`src/rtl/parking_gate_arbiter.sv`:
```
// -----------------------------------------------------------------------------
// parking_gate_arbiter
//
// Shares the single ParkingFSM and its door between NUM_LANES entry lanes and
// one exit lane. One request is served per transaction. The winner gets a
// one-cycle sensor pulse into the FSM. The gate then stays busy for
// DOOR_CYCLES cycles before the next request is looked at. Requests that the
// FSM cannot honour (lot full, or exit from an empty slot) are rejected with a
// one-cycle pulse and the gate stays idle.
//
// Build option (macro EXIT_PRIORITY_EN):
//   defined   : exit_req always beats the entry lanes.
//   undefined : exit takes part in the round-robin as virtual lane NUM_LANES.
//               Exit grants and exit rejects also advance the pointer.
//
// Ports:
//   clk_i            system clock, rising edge
//   reset_i          asynchronous, active-high reset
//   entry_req_i      level request per entry lane
//   exit_req_i       level exit request
//   exit_slot_i      slot of the departing car, valid with exit_req_i
//   full_light_i     lot full, from the ParkingFSM
//   slot_map_i       slot occupancy from the ParkingFSM (bit i = slot i taken)
//   entry_sensor_o   one-cycle entry pulse to the ParkingFSM
//   exit_sensor_o    one-cycle exit pulse to the ParkingFSM
//   exit_location_o  slot index with exit_sensor_o, else 0
//   entry_grant_o    one-hot grant, coincident with entry_sensor_o
//   exit_grant_o     exit grant, coincident with exit_sensor_o
//   entry_reject_o   one-hot reject (lot full)
//   exit_reject_o    exit reject (slot not occupied)
//   gate_busy_o      high while in ISSUE or HOLD
//   arb_state_o      IDLE=0, ISSUE=1, HOLD=2
// -----------------------------------------------------------------------------
`timescale 1ns/1ps
module parking_gate_arbiter #(
    parameter int NUM_LANES   = 2,
    parameter int DOOR_CYCLES = 4,
    parameter int CNT_W       = 3
) (
    input  logic                 clk_i,
    input  logic                 reset_i,
    input  logic [NUM_LANES-1:0] entry_req_i,
    input  logic                 exit_req_i,
    input  logic [1:0]           exit_slot_i,
    input  logic                 full_light_i,
    input  logic [3:0]           slot_map_i,
    output logic                 entry_sensor_o,
    output logic                 exit_sensor_o,
    output logic [1:0]           exit_location_o,
    output logic [NUM_LANES-1:0] entry_grant_o,
    output logic                 exit_grant_o,
    output logic [NUM_LANES-1:0] entry_reject_o,
    output logic                 exit_reject_o,
    output logic                 gate_busy_o,
    output logic [1:0]           arb_state_o
);

    // Pointer width covers the exit as virtual lane NUM_LANES in either build.
    localparam int PTR_W = $clog2(NUM_LANES + 1);
`ifdef EXIT_PRIORITY_EN
    localparam int RING      = NUM_LANES;
    localparam bit EXIT_PRIO = 1'b1;
`else
    localparam int RING      = NUM_LANES + 1;
    localparam bit EXIT_PRIO = 1'b0;
`endif
    localparam logic [PTR_W-1:0] EXIT_IDX = PTR_W'(NUM_LANES);

    typedef enum logic [1:0] {
        IDLE  = 2'd0,
        ISSUE = 2'd1,
        HOLD  = 2'd2
    } state_t;

    state_t               state_q, state_d;
    logic [PTR_W-1:0]     ptr_q, ptr_d;
    logic [CNT_W-1:0]     cnt_q, cnt_d;

    logic                 entry_sensor_q, entry_sensor_d;
    logic                 exit_sensor_q, exit_sensor_d;
    logic [1:0]           exit_location_q, exit_location_d;
    logic [NUM_LANES-1:0] entry_grant_q, entry_grant_d;
    logic                 exit_grant_q, exit_grant_d;
    logic [NUM_LANES-1:0] entry_reject_q, entry_reject_d;
    logic                 exit_reject_q, exit_reject_d;
    logic                 gate_busy_q, gate_busy_d;

    logic [NUM_LANES:0]   req_all_s;
    logic [PTR_W-1:0]     idx_s;
    logic [PTR_W-1:0]     win_s;
    logic                 found_s;
    logic [PTR_W-1:0]     ptr_next_s;
    logic [NUM_LANES-1:0] lane_onehot_s;

    // Winner search: first request at or after the pointer, wrapping round the ring.
    always_comb begin
        req_all_s = {exit_req_i, entry_req_i};
        idx_s     = '0;
        win_s     = '0;
        found_s   = 1'b0;
        // Scan from the far end so the position closest to the pointer wins.
        for (int k = RING - 1; k >= 0; k--) begin
            idx_s   = PTR_W'((int'(ptr_q) + k) % RING);
            win_s   = req_all_s[idx_s] ? idx_s : win_s;
            found_s = found_s | req_all_s[idx_s];
        end
        // With exit priority the exit is outside the ring and simply overrides it.
        if (EXIT_PRIO && exit_req_i) begin
            win_s   = EXIT_IDX;
            found_s = 1'b1;
        end else begin
            win_s   = win_s;
            found_s = found_s;
        end
        ptr_next_s    = PTR_W'((int'(win_s) + 1) % RING);
        lane_onehot_s = {{(NUM_LANES-1){1'b0}}, 1'b1} << win_s;
    end

    // Next-state and next-output logic of the gate FSM.
    always_comb begin
        state_d         = state_q;
        ptr_d           = ptr_q;
        cnt_d           = cnt_q;
        entry_sensor_d  = 1'b0;
        exit_sensor_d   = 1'b0;
        exit_location_d = 2'b00;
        entry_grant_d   = '0;
        exit_grant_d    = 1'b0;
        entry_reject_d  = '0;
        exit_reject_d   = 1'b0;
        case (state_q)
            IDLE: begin
                if (!found_s) begin
                    state_d = IDLE;
                end else if (win_s == EXIT_IDX) begin
                    // Exit only moves the pointer when it is part of the ring.
                    ptr_d = EXIT_PRIO ? ptr_q : ptr_next_s;
                    if (slot_map_i[exit_slot_i]) begin
                        state_d         = ISSUE;
                        exit_sensor_d   = 1'b1;
                        exit_grant_d    = 1'b1;
                        exit_location_d = exit_slot_i;
                    end else begin
                        exit_reject_d = 1'b1;
                    end
                end else begin
                    // The pointer moves past the served lane whether it is granted or rejected.
                    ptr_d = ptr_next_s;
                    if (full_light_i) begin
                        entry_reject_d = lane_onehot_s;
                    end else begin
                        state_d        = ISSUE;
                        entry_sensor_d = 1'b1;
                        entry_grant_d  = lane_onehot_s;
                    end
                end
            end
            ISSUE: begin
                state_d = HOLD;
                cnt_d   = CNT_W'(DOOR_CYCLES - 1);
            end
            HOLD: begin
                if (cnt_q == '0) begin
                    state_d = IDLE;
                end else begin
                    cnt_d = cnt_q - CNT_W'(1);
                end
            end
            default: begin
                state_d = IDLE;
                cnt_d   = '0;
            end
        endcase
        gate_busy_d = (state_d != IDLE);
    end

    // State, pointer, counter and registered outputs.
    always_ff @(posedge clk_i or posedge reset_i) begin
        if (reset_i) begin
            state_q         <= IDLE;
            ptr_q           <= '0;
            cnt_q           <= '0;
            entry_sensor_q  <= 1'b0;
            exit_sensor_q   <= 1'b0;
            exit_location_q <= 2'b00;
            entry_grant_q   <= '0;
            exit_grant_q    <= 1'b0;
            entry_reject_q  <= '0;
            exit_reject_q   <= 1'b0;
            gate_busy_q     <= 1'b0;
        end else begin
            state_q         <= state_d;
            ptr_q           <= ptr_d;
            cnt_q           <= cnt_d;
            entry_sensor_q  <= entry_sensor_d;
            exit_sensor_q   <= exit_sensor_d;
            exit_location_q <= exit_location_d;
            entry_grant_q   <= entry_grant_d;
            exit_grant_q    <= exit_grant_d;
            entry_reject_q  <= entry_reject_d;
            exit_reject_q   <= exit_reject_d;
            gate_busy_q     <= gate_busy_d;
        end
    end

    assign entry_sensor_o  = entry_sensor_q;
    assign exit_sensor_o   = exit_sensor_q;
    assign exit_location_o = exit_location_q;
    assign entry_grant_o   = entry_grant_q;
    assign exit_grant_o    = exit_grant_q;
    assign entry_reject_o  = entry_reject_q;
    assign exit_reject_o   = exit_reject_q;
    assign gate_busy_o     = gate_busy_q;
    assign arb_state_o     = state_q;

endmodule

```
`config.mk`:
```
export PLATFORM = sky130hd
export DESIGN_NAME = parking_gate_arbiter
export DESIGN_NICKNAME = d
export VERILOG_FILES = /design/src/rtl/parking_gate_arbiter.sv
export SDC_FILE = /design/constraint.sdc
export NUM_CORES = 1
export LEC_CHECK = 0
export CELL_PAD_IN_SITES_DETAIL_PLACEMENT = 0
export CELL_PAD_IN_SITES_GLOBAL_PLACEMENT = 1
export CORE_MARGIN = 1
export CORE_UTILIZATION = 39
export DETAILED_ROUTE_END_ITERATION = 16
export PLACE_DENSITY = 0.85
export SYNTH_ARGS = -nofsm -noshare
export SYNTH_HDL_FRONTEND = slang
export SYNTH_SLANG_ARGS = --single-unit
export TNS_END_PERCENT = 100
```
`constraint.sdc`:
```
create_clock -name clk_i -period 3.6 [get_ports clk_i]
set_input_delay 1.08 -clock clk_i [delete_from_list [all_inputs] [get_ports clk_i]]
set_output_delay 1.08 -clock clk_i [all_outputs]
set_load 0.01 [all_outputs]
```
Yosys cells after proc, flatten, opt, wreduce, memory -nomap -nowiden
Index checks and enable logic that the tools add are counted.
{"block": "word_totals", "register_bits": 17, "inputBits": 12}
{"block": "op_classes", "n_addsub": 4, "div_mod_pow": 4, "n_lt_le_gt_ge": 4, "eq_ne": 4, "n_shift": 1, "muxes": 43, "n_bitwise": 3, "reduce_logical": 5}
{"op": "$mod A32 B3 Y32 const B", "count": 3}
{"op": "$mux W2", "count": 20}
{"op": "$mod A3 B3 Y32 const B", "count": 1}
{"op": "$mux W1", "count": 16}
{"op": "$lt A2 B3 Y1 const B", "count": 4}
{"op": "$pmux W3 S3", "count": 1}
{"op": "$bmux W1 S2", "count": 4}
{"op": "$add A2 B1 Y3 const B", "count": 2}
{"op": "$pmux W2 S3", "count": 1}
{"op": "$eq A2 B2 Y1 const B", "count": 2}
{"op": "$reduce_and A2 Y1", "count": 2}
{"op": "$add A2 B2 Y3 const B", "count": 1}
{"op": "$logic_not A3 Y1", "count": 1}
{"op": "$mux W3", "count": 1}
{"op": "$sub A3 B1 Y3 const B", "count": 1}
{"op": "$eq A2 B1 Y1 const B", "count": 1}
{"op": "$logic_not A2 Y1", "count": 1}
{"op": "$ne A2 B2 Y1 const B", "count": 1}
{"op": "$or A1 B1 Y1", "count": 2}
{"op": "$reduce_bool A2 Y1", "count": 1}
{"op": "$shl A1 B2 Y2 const A", "count": 1}
{"op": "$not A1 Y1", "count": 1}

Longest topological paths before layout
Gate-level depths: netlist (run 1).
{"block": "depth", "depth_word": 12, "mapped_depth": 12}

Least setup slack after synthesis (run 1)
No wires, ideal clock.
{"block": "synth_timing", "kind": "in2reg", "from": "input entry_req_i[1]", "to": "register state_q[1] (netlist: arb_state_o[1])", "arrival_ns": 2.784, "t_required_ns": 3.499, "path_slack_ns": 0.715, "cell_stages": 9, "path_buffers": 1, "cell_sequence": "mux2i_1 > o22ai_1 > and2_2 > a31oi_1 > ha_1 > clkbuf_1 > nor2_1 > or3_1 > o32ai_1"}
{"block": "synth_between", "elab_chain_cells": 9}
{"element": "start, declared", "line": "42", "source": "input logic [NUM_LANES-1:0] entry_req_i,"}
{"element": "$bmux W1 S2", "line": "104, 105"}
{"element": "$mux W1 (not written as such)", "line": "104, 105"}
{"element": "$mux W2 (3 in series)", "line": "104", "source": "win_s = req_all_s[idx_s] ? idx_s : win_s;"}
{"element": "$eq A2 B2 Y1", "line": "135", "source": "end else if (win_s == EXIT_IDX) begin"}
{"element": "$mux W2", "line": "135"}
{"element": "$mux W2 *", "line": "133", "source": "if (!found_s) begin"}
{"element": "$pmux W2 S3 *", "line": "131", "source": "case (state_q)"}
{"element": "named net state_d[1]", "line": "75", "source": "state_t state_q, state_d;"}
{"element": "end signal, assigned", "line": "192", "source": "state_q <= state_d;"}
{"element": "end, declared", "line": "75"}
The timed path passes the listed nets; every way through them passes the cells marked *. The select of a mux whose other input is x is not followed.
A chain may end at the register's enable or synchronous reset.

Worst setup path in the final report (run 1)
Ends and elaborated chain as after synthesis.

==> results of run 1 <==
layer usage:
metal | vias up | share of wire [%] | wire (um)
met1 | 407 | 44 | 989
met3 | 0 | 5.2 | 117
li1 | 434 | - | -
met5 | - | 0 | 0
met4 | 0 | 0 | 0
met2 | 25 | 50 | 1130
synth_stat cells, drive strengths merged:
master,n
nor4b,4
o22ai,1
dfrtp,17
o21ai,5
o31ai,1
a22o,1
a211oi,1
a31o,1
and2b,1
a21o,1
a21oi,3
mux2i,3
mux2,2
nor2,5
a31oi,1
a32oi,1
o221ai,1
ha,13
nor2b,2
o221a,1
nand2,8
nand2b,2
nor3,5
inv,11
o32ai,1
a21bo,1
or3,1
and2,3
clkbuf,1
a221oi,2
o22a,1
nor3b,2
buf,3
mux4,1
power by group through the flow:
stage	logic, mW	clock network, mW	registers, mW
global placement	0.624	0	0.291
finish	0.643	0.103	0.289
detailed placement	0.642	0	0.294
CTS	0.647	0.104	0.291
global route	0.717	0.114	0.297
floorplan	0.455	0	0.305
final timing paths:
kind | from | endpoint | slack, ns
worst max-delay path | entry_req_i[1] | arb_state_o[1] | 0.63
worst min-delay path | cnt_q[1] | cnt_q[1] | 0.49
worst max register to register | ptr_q[1] | arb_state_o[1] | 1.02
worst min register to register | cnt_q[1] | cnt_q[1] | 0.49
max in group asynchronous | reset_i | ptr_q[0] | 2.02
min in group asynchronous | reset_i | cnt_q[2] | 1.16
metrics by stage:
stage,util (%),std cells,cell area (sq um),hold slack (ns)
finish,51.82,164,1441,0.4927
global route,51.82,164,1441,0.5194
CTS,51.82,164,1441,0.4950
detailed placement,50.88,160,1415,0.4725
global placement,50.88,160,1415,0.4614
floorplan,-,107,1155,0.4485
worst max-delay path: cells and delay by family:
family	cells	cell delay, ns
and+or+nand+nor	3	0.61
adders and majority gates	1	0.22
AOI/OAI and AO/OA	3	0.53
buffers and inverters	1	0.51
muxes	1	0.22
sequential cells by signal, indices dropped and copies added (netlist names):
signal and cells:
cnt_q 3, arb_state_o 2, entry_grant_o 2, entry_reject_o 2, exit_location_o 2, ptr_q 2, entry_sensor_o 1, exit_grant_o 1
exit_reject_o 1, gate_busy_o 1
kinds of logic after synthesis:
group                      Yosys count  share of synthesized area [%]
DFF                                 17                          36.84
AOI/OAI and AO/OA                   23                          15.82
muxes                                6                          6.500
adders and majority gates           13                          14.08
and+or+nand+nor                     33                          20.26
buffers and inverters               15                          6.500
cell type report:
cell class              instances  area [sq um]  share of cell area, %
flip-flops and latches         17         425.4                  29.51
inverters                      11         41.29                  2.865
clock buffers                   4         26.28                  1.823
well taps                      31         38.79                  2.691
repair buffers                 26         255.2                  17.71
multi-input cells              75         654.4                  45.40
==> summary.txt, run 1 <==
Power
  • Switch share: 41.66%
  • Combinational power share: 62.1%
  • PD cells: 718.0 nW/um^2
  • Flop pwr share: 27.9%
  • Switching power total: 0.4311 mW
  • Internal power: 0.6038 mW
  • Clock share of power: 10.0%
  • Worst VDD drop: 0.4407 mV
  • Pleak: 0.6295 nW
  • Final Power: 1.035 mW

Synthesis
  • Mapped cell area: 1155 sq um
  • Synth top area share: 36.84%
  • Leading area contributor after synthesis: dfrtp_1
  • Synth top area cells: dfrtp_1 (37%), ha_1 (14%), nor4b_4 (4.1%)
  • Library cells used by synthesis: 41
  • Yosys warns: 0
  • Post-Syn Nets: 132
  • Register area share after synthesis: 36.84%
  • Gate Count Post-Synth: 107
  • Mapped Avg Cell Area: 10.79 sq um
  • Yosys reg bits: 17

Route
  • Residual DRC: 0
  • Via count: 866
  • Post-route ant nets: 0
  • DRT iter0 DRCs: 26
  • Drt pass-1 iters: 4
  • Drt wl/cell: 13.65 um
  • Vias/cell: 5.280
  • Drt total wl: 2238 um

Timing
  • PnR worst setup slack: 0.6310 ns
  • Final hold violations: 0
  • Final Max Slew Viols: 0
  • Worst-Margin Slew: 0.6392 ns
  • RSZ-0062 raised after global routing: no
  • Min Tclk post-route: 2.969 ns
  • Setup TNS: 0 ns
  • Fmax: 336.8 MHz
  • Period utilization: 82.47%
  • Worst Skew: 0.009467 ns
  • Slew headroom: 57.34%
  • Endpoints failing setup: 0

Setup path
  • Critical path class: primary input to flip-flop
  • CP Data Required Time: 3.80 ns
  • Crit path largest cell delay: 0.51 ns
  • Slowest stage cell, crit path: clkdlybuf4s50_1
  • Arr. time, crit path: 3.17 ns
  • Max FO, Critical Path: 6
  • Critical-path cell list: clkdlybuf4s50_1 -> mux2i_1 -> o22ai_1 -> and2_2 -> a31oi_1 -> ha_1 -> nor2_1 -> or3_1 -> o32ai_1
  • Type of origin of the critical path: primary input
  • R2R cell count: 10
  • CP Capture Type: flip-flop

Floorplan
  • Die ar.: 3183 sq um
  • Area of the core: 2781 sq um
  • Row Count: 19
  • Starting density of the core: 41.52%
  • Die Wd: 56.42 um
  • I/O pin count: 25
  • Die Height: 56.42 um

Layout
  • Ant. Diodes: 0
  • Most used cells in the layout excluding fill and tap cells: clkdlybuf4s50_1 (24), dfrtp_1 (17), ha_1 (13)
  • Area Overhead vs Synth: 24.81%
  • Commonest non-fill, non-tap cell in the layout: clkdlybuf4s50_1
  • Fin nets: 159
  • Fillers: 255
  • Fraction of layout cells with a size suffix above 1: 16.54%

CTS
  • Num CTS Buffers: 3
  • Clock Tree Root: clkbuf_4
  • CTS tree: yes
  • Clock-pin slew on the worst setup and hold paths: 0.10 ns
  • Resize count post-CTS: 0
  • Hold buffers post-CTS: 0
  • Num Clock Sinks: 17
  • Htree depth: 1
  • Clk buf depth: 2
  • Clock latency on the worst-skew pair: 0.29 ns
  • Postcts setup bufs: 0

Global routing
  • GR met3 Demand/Resource: 5.991%
  • Gr usage total: 15.48%
  • First-pass GRT wire length: 3864 um
  • Grt peak-use layer: met2
  • Initial antenna violation count: 0
  • Met1 Use GR: 18.74%
  • Grt ovf: 0
  • Number of global-route vias before repair: 897
  • Pin count of the biggest net entering global routing: 18
  • Met2 Resource Use GR: 26.02%

Flow run
  • Max_cap viols: 0

Status
  • Status: finished clean

Place
  • HPWL after DPL: 1746 um
  • Pre-CTS setup slack: 0.3034 ns
  • Placer congestion estimate: 0.7320
  • I/O Buffers: 24

Hold path
  • Hold Crit Class: flip-flop to flip-flop
  • Hold path depth: 2
Power figures use the tool's default switching activity.
==> run 2, diff against run 1 <==
clock period = 2.74 ns   (was 3.6 ns; I/O delays follow)
==> run 2 against run 1 <==
Net effect: clock-buffer cell count stayed put; sequential share of layout area shrank 1.6 points; die area unchanged; non-clock buffer count is 8 higher; clock power rose by 31%; critical endpoint unchanged; largest cell class unchanged.
==> summary.txt, run 2 (synthesis gave the netlist of run 1 again) <==
Hold path
  • Hold Crit Class: flip-flop to flip-flop
  • Hold Path Sink: cnt_q[2]
  • Hold path depth: 2
  • HP Start: cnt_q[2]

Timing
  • Final Max Slew Viols: 0
  • Slew headroom: 54.36%
  • Min Tclk post-route: 2.625 ns
  • Setup TNS: 0 ns
  • Period utilization: 95.82%
  • Final hold violations: 0
  • Worst-Margin Slew: 0.6839 ns
  • Fmax: 380.9 MHz
  • Endpoints failing setup: 0
  • Worst Skew: 0.002979 ns

Power
  • Pleak: 0.6698 nW
  • Switch share: 40.94%
  • Clock share of power: 9.2%
  • Combinational power share: 64.9%
  • Switching power total: 0.5982 mW
  • Worst VDD drop: 0.7675 mV
  • Flop pwr share: 25.9%
  • Internal power: 0.8628 mW
  • Final Power: 1.461 mW
  • PD cells: 958.7 nW/um^2

Global routing
  • Initial antenna violation count: 0
  • Grt ovf: 0
  • Pin count of the biggest net entering global routing: 18
  • Number of global-route vias before repair: 961
  • Gr usage total: 16.58%
  • First-pass GRT wire length: 4091 um

Setup path
  • Max FO, Critical Path: 4
  • Critical path class: primary input to flip-flop
  • Arr. time, crit path: 2.83 ns
  • Type of origin of the critical path: primary input
  • CP Capture Type: flip-flop
  • Worst r2r src: ptr_q[1]
  • Reg-to-reg endpoint: arb_state_o[1]
  • FF-to-FF setup slack: 0.31 ns
  • R2R cell count: 11
  • CP Data Required Time: 2.94 ns

Floorplan
  • I/O pin count: 25
  • Die ar.: 3183 sq um
  • Area of the core: 2781 sq um
  • Die Wd: 56.42 um
  • Starting density of the core: 41.52%
  • Row Count: 19
  • Die Height: 56.42 um

Layout
  • Largest Register: cnt_q
  • Fin nets: 167
  • Area Overhead vs Synth: 31.96%
  • Max reg flops: 3
  • Commonest non-fill, non-tap cell in the layout: clkdlybuf4s50_1
  • Fraction of layout cells with a size suffix above 1: 24.11%
  • Most used cells in the layout excluding fill and tap cells: clkdlybuf4s50_1 (24), dfrtp_1 (17), ha_1 (12)
  • Final non-filler cell total: 172
  • Ant. Diodes: 0

Place
  • HPWL after DPL: 1806 um
  • Placer congestion estimate: 0.7503
  • I/O Buffers: 24
  • Dpl cells: 168

CTS
  • Clock Tree Root: clkbuf_4
  • Num CTS Buffers: 3
  • Htree depth: 1
  • Clock-pin slew on the worst setup and hold paths: 0.09 ns
  • Clk buf depth: 2
  • Num Clock Sinks: 17
  • CTS tree: yes
  • Clock latency on the worst-skew pair: 0.29 ns

Route
  • Drt pass-1 iters: 4
  • Via count: 900
  • Drt wl/cell: 13.48 um
  • Residual DRC: 0
  • Post-route ant nets: 0
  • Vias/cell: 5.233
  • Drt total wl: 2318 um
  • DRT iter0 DRCs: 17

Flow run
  • Max_cap viols: 0

Status
  • Status: finished clean
[run 2: final cells by class]
cell class,instances,area [sq um]
clock buffers,4,26.28
repair buffers,34,315.3
multi-input cells,75,676.9
flip-flops and latches,17,425.4
inverters,11,41.29
well taps,31,38.79
fillers,254,1257
[run 2: layer usage]
layer | vias to the layer above | wire (um) | global-route usage [%]
li1 | 450 | - | -
met1 | 435 | 989 | 19.56
met2 | 13 | 1231 | 29.76
met4 | 0 | 11 | 2.439
met5 | - | 0 | 0
met3 | 2 | 85 | 5.530
[run 2: worst max-delay path: stages]
cell             delay [ns]
clkdlybuf4s50_1        0.45
mux2i_1                0.20
o22ai_1                0.11
and2_2                 0.21
a31oi_2                0.18
ha_2                   0.25
nor2_1                 0.06
or3_1                  0.33
o32ai_2                0.21
[run 2: worst max path at each step]
stage	from	to	slack (ns)
2_1_floorplan	entry_req_i[1]	arb_state_o[1]	0.11
3_3_place_gp	entry_req_i[0]	arb_state_o[1]	-0.12
3_5_place_dp	entry_req_i[0]	arb_state_o[1]	-0.23
4_1_cts	entry_req_i[0]	arb_state_o[1]	0.05
5_1_grt	entry_req_i[0]	arb_state_o[1]	-0.0007
6_report	entry_req_i[0]	arb_state_o[1]	0.11
[run 2: power groups by stage]
stage          Combinational, mW  Clock, mW  Sequential, mW
2_1_floorplan              0.598          0           0.401
3_3_place_gp               0.889          0           0.380
3_5_place_dp               0.917          0           0.384
4_1_cts                    0.925      0.146           0.379
5_1_grt                     1.05      0.155           0.389
6_report                   0.948      0.135           0.378
[run 2: repair_timing]
item	in CTS	in global routing
gates resized for setup	0	4
hold buffers	0	0
buffers inserted	0	0
endpoints found under the setup margin	0	2
[run 2: stage by stage]
stage	instance area, sq um	setup WS, ns	utilization, %	hold slack (ns)
finish	1524	0.1146	54.79	0.4867
global route	1524	-0.0007010	54.79	0.5162
CTS	1501	0.05050	53.98	0.4893
detailed placement	1475	-0.2339	53.04	0.4666
global placement	1475	-0.1180	53.04	0.4660
floorplan	1155	0.1135	-	0.4485
==> run 3, diff against run 2 <==
ABC_CLOCK_PERIOD_IN_PS = 2740   (was default)
SKIP_CTS_REPAIR_TIMING = 1   (was default)
==> results of run 3 <==
The final DEF is identical to that of run 2; final timing and power are the same.
